--- config.mk ---
export PLATFORM = sky130hd
export DESIGN_NAME = cpu_sequencer
export DESIGN_NICKNAME = d
export VERILOG_FILES = /design/src/rtl/cpu_pkg.sv /design/src/rtl/cpu_decode.sv /design/src/rtl/cpu_sequencer.sv
export SDC_FILE = /design/constraint.sdc
export NUM_CORES = 1
export LEC_CHECK = 0
export ABC_AREA = 1
export CAP_MARGIN = 20
export CORE_UTILIZATION = 39
export CTS_BUF_LIST = sky130_fd_sc_hd__clkbuf_4
export DETAILED_ROUTE_END_ITERATION = 7
export PLACE_DENSITY = 0.87
export SLEW_MARGIN = 30
export SYNTH_ARGS = -nofsm -noshare
export SYNTH_HDL_FRONTEND = slang
export SYNTH_SLANG_ARGS = --single-unit
--- constraint.sdc ---
create_clock -name clk -period 3.3 [get_ports clk]
set_input_delay 0.99 -clock clk [delete_from_list [all_inputs] [get_ports clk]]
set_output_delay 0.99 -clock clk [all_outputs]
set_load 0.02 [all_outputs]
--- src/rtl/cpu_pkg.sv ---
// cpu_pkg: shared encodings for the multi-cycle CPU control unit
package cpu_pkg;
  localparam logic [3:0] OP_NOP = 4'h0, OP_LOAD = 4'h1, OP_MOV = 4'h2, OP_ADD = 4'h3;
  localparam logic [3:0] OP_ADDI = 4'h4, OP_XOR = 4'h5, OP_CMP = 4'h6, OP_BR = 4'h7;
  localparam logic [3:0] OP_BEQ = 4'h8, OP_BNE = 4'h9, OP_BLT = 4'hA, OP_CALL = 4'hB;
  localparam logic [3:0] OP_RET = 4'hC, OP_RSVD_D = 4'hD, OP_RSVD_E = 4'hE, OP_HALT = 4'hF;
  localparam logic [2:0] ALU_ADD = 3'b000, ALU_SUB = 3'b001, ALU_XOR = 3'b010, ALU_PASS_B = 3'b011;
  localparam logic [1:0] PC_INC = 2'b00, PC_BR = 2'b01, PC_LR = 2'b10, PC_CALL = 2'b11;
  localparam logic [1:0] WD_ALU = 2'b00, WD_IMM = 2'b01, WD_PC = 2'b10;
  localparam logic [2:0] LR_ADDR = 3'b111;
  typedef enum logic [2:0] {
    S_IDLE = 3'd0, S_FETCH = 3'd1, S_DECODE = 3'd2, S_EXEC = 3'd3, S_RET2 = 3'd4, S_HALT = 3'd5
  } state_t;
  typedef struct packed {
    logic       pc_we;
    logic [1:0] pc_sel;
    logic       rf_we;
    logic       dest_lr;
    logic [1:0] wd_sel;
    logic [2:0] alu_op;
    logic       b_src;
    logic       illegal;
  } ctrl_t;
endpackage

--- src/rtl/cpu_decode.sv ---
// cpu_decode: opcode to EXEC-cycle control word, branch resolution from latched flags
module cpu_decode
  import cpu_pkg::*;
(
  input  logic [3:0] opcode,
  input  logic       z_flag,
  input  logic       n_flag,
  output ctrl_t      ctrl
);
  always_comb begin
    ctrl = '0;
    ctrl.pc_we = (opcode != OP_HALT);
    case (opcode)
      OP_LOAD: begin ctrl.rf_we = 1'b1; ctrl.wd_sel = WD_IMM; end
      OP_MOV: begin ctrl.rf_we = 1'b1; ctrl.alu_op = ALU_PASS_B; end
      OP_ADD: ctrl.rf_we = 1'b1;
      OP_ADDI: begin ctrl.rf_we = 1'b1; ctrl.b_src = 1'b1; end
      OP_XOR: begin ctrl.rf_we = 1'b1; ctrl.alu_op = ALU_XOR; end
      OP_CMP: ctrl.alu_op = ALU_SUB;
      OP_BR: ctrl.pc_sel = PC_BR;
      OP_BEQ: ctrl.pc_sel = z_flag ? PC_BR : PC_INC;
      OP_BNE: ctrl.pc_sel = z_flag ? PC_INC : PC_BR;
      OP_BLT: ctrl.pc_sel = n_flag ? PC_BR : PC_INC;
      OP_CALL: begin ctrl.rf_we = 1'b1; ctrl.dest_lr = 1'b1; ctrl.wd_sel = WD_PC; ctrl.pc_sel = PC_CALL; end
      OP_RET: ctrl.pc_sel = PC_LR;
      OP_RSVD_D, OP_RSVD_E: ctrl.illegal = 1'b1;
      default: ;
    endcase
  end
endmodule

--- src/rtl/cpu_sequencer.sv ---
// cpu_sequencer: fetch/decode/execute FSM driving the datapath strobes and compare flags
module cpu_sequencer
  import cpu_pkg::*;
(
  input  logic       clk,
  input  logic       reset_n,
  input  logic       run,
  input  logic [3:0] opcode_in,
  input  logic [2:0] rd_addr_in,
  input  logic       zero_flag_in,
  input  logic       negative_flag_in,
  output logic       pc_write_enable,
  output logic [1:0] pc_source_sel,
  output logic       ir_write_enable,
  output logic       rf_write_enable,
  output logic [2:0] rf_write_dest_sel_addr,
  output logic [1:0] rf_write_data_sel,
  output logic [2:0] alu_op_sel,
  output logic       alu_b_src_sel,
  output logic       z_flag,
  output logic       n_flag,
  output logic       halted,
  output logic       illegal_op,
  output logic       instr_retired,
  output logic [2:0] state_out
);
  state_t state, state_nxt;
  ctrl_t  ctrl;
  logic   exec, ret2;

  cpu_decode u_decode (.opcode(opcode_in), .z_flag(z_flag), .n_flag(n_flag), .ctrl(ctrl));

  always_ff @(posedge clk or negedge reset_n)
    if (!reset_n) state <= S_IDLE;
    else state <= state_nxt;

  always_comb begin
    state_nxt = state;
    case (state)
      S_IDLE: state_nxt = run ? S_FETCH : S_IDLE;
      S_FETCH: state_nxt = S_DECODE;
      S_DECODE: state_nxt = S_EXEC;
      S_EXEC: state_nxt = (opcode_in == OP_RET) ? S_RET2 : (opcode_in == OP_HALT) ? S_HALT : run ? S_FETCH : S_IDLE;
      S_RET2: state_nxt = run ? S_FETCH : S_IDLE;
      default: state_nxt = S_HALT;
    endcase
  end

  always_ff @(posedge clk or negedge reset_n)
    if (!reset_n) begin
      z_flag <= 1'b0;
      n_flag <= 1'b0;
      illegal_op <= 1'b0;
    end else begin
      if (exec && opcode_in == OP_CMP) begin
        z_flag <= zero_flag_in;
        n_flag <= negative_flag_in;
      end
      if (exec && ctrl.illegal) illegal_op <= 1'b1;
    end

  // The decoded control word only reaches the datapath during EXEC; RET2 finishes RET with PC+1.
  assign exec = (state == S_EXEC);
  assign ret2 = (state == S_RET2);
  assign pc_write_enable = (exec && ctrl.pc_we) || ret2;
  assign pc_source_sel = exec ? ctrl.pc_sel : PC_INC;
  assign ir_write_enable = (state == S_FETCH);
  assign rf_write_enable = exec && ctrl.rf_we;
  assign rf_write_dest_sel_addr = !rf_write_enable ? 3'd0 : ctrl.dest_lr ? LR_ADDR : rd_addr_in;
  assign rf_write_data_sel = exec ? ctrl.wd_sel : WD_ALU;
  assign alu_op_sel = exec ? ctrl.alu_op : ALU_ADD;
  assign alu_b_src_sel = exec && ctrl.b_src;
  assign halted = (state == S_HALT);
  assign instr_retired = (exec && opcode_in != OP_RET) || ret2;
  assign state_out = state;
endmodule
==> impl_metrics.py, run 1 <==
metrics = {
    "hold_path": {
        "hp-class": "flop to flop",
        "holdPathStages": 1,
    },
    "clock_network": {
        "ctsLongestPathBuffers": 2,
        "clkLatencyLatePin_ns": 0.23,
        "clkSinkCount": 6,
        "clk_pin_slew_worst_paths_ns": 0.04,
        "cts-root-buf": "clkbuf_4",
        "post_cts_buffers": 0,
        "cts_tree": "built",
        "numCtsBuffers": 3,
        "htreeDepth": 1,
    },
    "critical_path": {
        "worst_ep_arrival_time_ns": 2.18,
        "cp_num_cells": 6,
        "critPathRequiredTime_ns": 2.31,
        "slowest_delay_ns": 0.34,
        "path_cells": "dlygate4sd2_1, nand2_2, buf_4, nor2_1, o22ai_1, dlygate4sd2_1",
        "r2r_cells": 6,
        "critPathBufInv": 3,
        "worstSetupStartpointType": "input port",
        "crit_family": "buffers and inverters",
        "path_max_fanout": 6,
        "critPathSlowestCell": "dlygate4sd2_1",
        "end_kind": "output pin",
        "critPathMostFrequentCell": "dlygate4sd2_1",
        "criticalPathCategory": "input port to output pin",
    },
    "job": {
        "cap_violations": 0,
    },
    "sta": {
        "hold_violations": 0,
        "finalSetupViolCount": 0,
        "hold_ws_ns": 0.510,
        "fmax_mhz": 315,
        "rsz0062_at_grt": "no",
        "skew_ns": 0.00258,
        "slew_violations": 0,
        "period_needed_ns": 3.17,
        "fin_crit_sh_pct": 96.1,
    },
    "pwr": {
        "p_leak_nw": 0.496,
        "power_density_mw_per_mm2": 639,
        "ir_drop_mv": 0.709,
    },
    "logic_synthesis": {
        "yosysWarningCount": 0,
        "ys_ff_latch": 6,
        "syn_area_um2": 523,
        "synth_enable_flop_cells": 0,
        "ys_seq_area_share_pct": 28.7,
        "synth.avg_cell_area_um2": 6.15,
        "synth_commonest_cells": "nand2_1, nor2_1, inv_1",
        "synthFlopType": "dfrtp_1",
        "synthArstFlopShare_pct": 100,
        "syn_nets": 97,
        "ys_top_cells_by_area": "dfrtp_1, nand2_1, nor2_1",
        "ys_types": 21,
        "postSynthCellCount": 85,
        "netlist.area_leader.share_pct": 28.7,
        "synth_area_leader_cell": "dfrtp_1",
    },
    "cells_and_area": {
        "fin_cells": 144,
        "syn_to_final_growth_pct": 82.8,
        "fin_area_um2": 956,
        "nNetsFinal": 144,
        "antenna_cells": 0,
        "fill_cells": 72,
        "drive_above_1_share_pct": 24.6,
    },
    "place": {
        "hpwlAfterDp_um": 1270,
        "gp_congestion": 0.800,
        "dp_cells": 141,
        "dpl_cell_area_um2": 938,
        "port_buffers": 32,
    },
    "global_route": {
        "grt_pass1_wl_um": 2440,
        "grt_max_degree": 12,
        "grt_usage_pct": 23.7,
        "grt_pass1_vias": 582,
        "grt_overflow": 0,
        "antenna_found_initial": 0,
    },
    "detailed_routing": {
        "drc_errors": 0,
        "viasPerCell": 4.75,
        "avgRoutedWirePerCell_um": 10.5,
        "antenna_left": 0,
        "route.vias.total": 684,
        "drt_iter0_markers": 6,
        "routed_wl_um": 1510,
        "dr.pass1.iters": 3,
    },
    "die": {
        "design.core.area_mm2": 0.00117,
        "fp.dieH_um": 38.6,
        "dieArea_mm2": 0.00149,
        "ios": 34,
        "rows": 12,
        "initial_core_util_pct": 44.7,
        "die_width_um": 38.6,
    },
    "run_status": {
        "status": "complete, no violations",
    },
}
## power breakdown
| part | switching (mW) | internal, mW |
|---|---|---|
| Clock | 0.0210 | 0.0408 |
| Sequential | 0.0343 | 0.108 |
| Combinational | 0.237 | 0.169 |
| Total | 0.293 | 0.318 |
## worst paths after layout
path / to / start / slack [ns]
worst max-delay path: pc_write_enable / opcode_in[1] / 0.13
worst min-delay path: illegal_op / illegal_op / 0.51
worst max register to register: state_out[0] / state_out[1] / 2.06
worst min register to register: illegal_op / illegal_op / 0.51
max in group asynchronous: illegal_op / reset_n / 2.11
min in group asynchronous: n_flag / reset_n / 0.98
## cell families after synthesis
| group | Yosys count | share of synthesized area (%) |
|---|---|---|
| other | 1 | 0.717 |
| AND/OR/NAND/NOR | 50 | 45.0 |
| buffers and inverters | 16 | 12.4 |
| AO/OA/AOI/OAI | 12 | 13.2 |
| flip-flops | 6 | 28.7 |
## layout make-up
class / instances / area (µm²) / share of cell area (%)
clock buffer: 3 / 22.5 / 2.36
inverter: 14 / 52.6 / 5.50
multi-input combinational: 63 / 313 / 32.7
sequential: 6 / 150 / 15.7
tap: 14 / 17.5 / 1.83
timing repair buffer: 44 / 400 / 41.9
## flip-flops by register name, summed over array words and instances (netlist names)
signal and cells:
illegal_op 1, n_flag 1, state_out 3, z_flag 1
## worst register-to-register path: cells and delay by family (launching register included)
family / cells / cell delay (ns)
buffers and inverters: 1 / 0.30
and+or+nand+nor: 4 / 0.33
DFF: 1 / 0.41
AOI/OAI and AO/OA: 1 / 0.08
## timing repair
item                                    in CTS  in global routing
endpoints found under the setup margin      13                 12
cloned                                       0                  0
resized for setup                           27                  3
hold buffers                                 0                  0
## metal layers
metal	global-route usage (%)	share of wire, %
met3	1.73	4.9
met4	7.76	0.53
met2	41.7	50
met5	0	0
met1	30.1	44
## placed cells by master, fill, tap and decap left out, types with 2 or more instances in the layout
cell,n
o21ai_0,2
o21ai_1,3
nand2_2,2
dfrtp_1,6
nor2_2,5
nor3_1,3
clkdlybuf4s50_1,15
o21bai_1,2
o22ai_1,3
dlygate4sd2_1,10
clkdlybuf4s15_2,4
inv_1,12
buf_4,12
inv_2,2
nor2_1,16
nand2_1,16
nand3_1,4
clkbuf_4,3
a21oi_1,2
## through the flow
step | setup slack, ns | TNS, ns | power (mW) | utilization [%]
2_1_floorplan | 0.648 | 0 | 0.370 | -
3_3_place_gp | -0.408 | -4.53 | 0.562 | 80.1
3_5_place_dp | -0.439 | -4.82 | 0.570 | 80.1
4_1_cts | 0.000828 | 0 | 0.618 | 81.6
5_1_grt | 0.0126 | 0 | 0.661 | 81.6
6_report | 0.129 | 0 | 0.611 | 81.6
No activity file was read; power rests on OpenSTA's default activity.
==> inputs of run 2 (changes only) <==
--- a/config.mk
+++ b/config.mk
@@ -11,6 +11,7 @@
 export CTS_BUF_LIST = sky130_fd_sc_hd__clkbuf_4
 export DETAILED_ROUTE_END_ITERATION = 7
 export PLACE_DENSITY = 0.87
+export SKIP_LAST_GASP = 1
 export SLEW_MARGIN = 30
 export SYNTH_ARGS = -nofsm -noshare
 export SYNTH_HDL_FRONTEND = slang
==> run 2 against run 1 <==
- flip-flop and latch count is the same
- critical path depth is the same
- cell count unchanged
- register-to-register slack about the same
- combinational power barely moved
- power is 0.19% lower
- setup slack did not move
- die area did not move
- largest power group unchanged
==> impl_metrics.py, run 2 (same netlist as run 1, synthesis figures left out) <==
metrics = {
    "global_route": {
        "grt_overflow": 0,
        "grt_pass1_vias": 582,
        "grt.met2_usage_pct": 41.7,
        "antenna_found_initial": 0,
        "use_met3_pct": 1.73,
        "use_met1_pct": 30.1,
        "grt_usage_pct": 23.7,
        "grt_pass1_wl_um": 2440,
        "grt_max_degree": 12,
        "top_usage_layer": "met2",
    },
    "critical_path": {
        "critPathSlowestCell": "dlygate4sd2_1",
        "critPathMostFrequentCell": "dlygate4sd2_1",
        "crit_family": "buffers and inverters",
        "cp_num_cells": 6,
        "rrSetupSlack_ns": 2.06,
        "path_max_fanout": 6,
        "endpoint": "pc_write_enable",
        "worst_ep_arrival_time_ns": 2.18,
        "path_cells": "dlygate4sd2_1, nand2_2, buf_4, nor2_1, o22ai_1, dlygate4sd2_1",
        "critPathRequiredTime_ns": 2.31,
        "crit_start": "opcode_in[1]",
        "criticalPathCategory": "input port to output pin",
        "rr_endpoint": "state_out[0]",
        "rr_startpoint": "state_out[1]",
        "worstSetupStartpointType": "input port",
        "critPathBufInv": 3,
        "end_kind": "output pin",
        "slowest_delay_ns": 0.34,
        "r2r_cells": 6,
    },
    "detailed_routing": {
        "viasPerCell": 4.75,
        "route.vias.total": 684,
        "antenna_left": 0,
        "routed_wl_um": 1510,
        "avgRoutedWirePerCell_um": 10.5,
        "drt_iter0_markers": 6,
        "dr.pass1.iters": 3,
        "drc_errors": 0,
    },
    "pwr": {
        "power_density_mw_per_mm2": 642,
        "ir_drop_mv": 0.709,
        "p_leak_nw": 0.497,
    },
    "sta": {
        "hold_violations": 0,
        "rsz0062_at_grt": "no",
        "finalSetupViolCount": 0,
        "period_needed_ns": 3.17,
        "skew_ns": 0.00258,
        "hold_ws_ns": 0.510,
        "setup_tns_ns": 0,
        "fin_crit_sh_pct": 96.1,
        "slew_violations": 0,
        "fmax_mhz": 315,
    },
    "die": {
        "design.core.area_mm2": 0.00117,
        "dieArea_mm2": 0.00149,
        "die_width_um": 38.6,
        "ios": 34,
        "initial_core_util_pct": 44.7,
        "rows": 12,
        "fp.dieH_um": 38.6,
    },
    "clock_network": {
        "cts-root-buf": "clkbuf_4",
        "post_cts_buffers": 0,
        "numCtsBuffers": 3,
        "htreeDepth": 1,
        "cts_tree": "built",
        "clkLatencyLatePin_ns": 0.23,
        "postCtsHoldBufs": 0,
        "clkSinkCount": 6,
        "clk_pin_slew_worst_paths_ns": 0.04,
        "ctsLongestPathBuffers": 2,
    },
    "hold_path": {
        "hp-class": "flop to flop",
        "hp-start": "illegal_op",
    },
    "cells_and_area": {
        "nNetsFinal": 144,
        "largest_register_ffs": 3,
        "antenna_cells": 0,
        "multi_input_area_um2": 313,
        "fill_cells": 74,
        "regArea_um2": 150,
        "final_cell_mix": "nor2_1, nand2_1, clkdlybuf4s50_1",
        "drive_above_1_share_pct": 24.6,
        "syn_to_final_growth_pct": 81.6,
    },
    "place": {
        "port_buffers": 32,
        "hpwlAfterDp_um": 1270,
        "gp_congestion": 0.800,
    },
    "run_status": {
        "status": "complete, no violations",
    },
    "job": {
        "cap_violations": 0,
    },
}
[run 2: changes by cell type in the layout (fill, tap and decap cells not counted), sizes merged]
cell	delta
clkbuf	+1
clkdlybuf4s15	-1
[run 2: worst min-delay path by stage]
stage            endpoint  slack, ns  cells past startpoint
6_report       illegal_op       0.51                      1
5_1_grt        illegal_op       0.55                      1
4_1_cts        illegal_op       0.53                      1
3_5_place_dp   illegal_op       0.49                      1
3_3_place_gp   illegal_op       0.47                      1
2_1_floorplan  illegal_op       0.59                      1
[run 2: cell type report]
type / count / share of cell area (%)
repair buffers: 44 / 41.5
multi-input cells: 63 / 32.9
flip-flops and latches: 6 / 15.8
inverters: 14 / 5.53
clock buffers: 3 / 2.37
well taps: 14 / 1.84
[run 2: through the flow]
step / worst slack (ns) / util, % / power [mW] / std cells / area (µm²)
floorplan: 0.648 / - / 0.370 / 85 / 523
global placement: -0.408 / 80.1 / 0.562 / 141 / 938
detailed placement: -0.439 / 80.1 / 0.570 / 141 / 938
CTS: -0.0541 / 81.4 / 0.617 / 144 / 953
global route: 0.0126 / 81.1 / 0.660 / 144 / 950
finish: 0.129 / 81.1 / 0.610 / 144 / 950
[run 2: what timing repair did]
| item | 4_1_cts | 5_1_grt |
|---|---|---|
| hold endpoints to repair | 0 | 0 |
| setup endpoints to repair | 13 | 12 |
| gates cloned | 0 | 0 |
| gates resized for setup | 25 | 5 |
[run 2: worst register-to-register path: cells and delay by family (launching register included)]
family,cells,cell delay (ns)
compound gates,1,0.08
flops,1,0.41
buf+inv,1,0.30
simple gates,4,0.33
[run 2: report_power, final]
part           internal, mW  switching (mW)
Sequential            0.108          0.0343
Clock                0.0408          0.0210
Combinational         0.168           0.237
[run 2: layer usage]
| metal | routed length [µm] | share of wire [%] |
|---|---|---|
| met1 | 664 | 44 |
| met2 | 760 | 50 |
| met3 | 76 | 5.0 |
| met4 | 8 | 0.53 |
| met5 | 0 | 0 |
==> inputs of run 3 (changes only) <==
--- a/config.mk
+++ b/config.mk
@@ -6,7 +6,6 @@
 export NUM_CORES = 1
 export LEC_CHECK = 0
 export ABC_AREA = 1
-export CAP_MARGIN = 20
 export CORE_UTILIZATION = 39
 export CTS_BUF_LIST = sky130_fd_sc_hd__clkbuf_4
 export DETAILED_ROUTE_END_ITERATION = 7
==> results of run 3 <==
Final layout, timing and power as in run 2 (identical DEF).
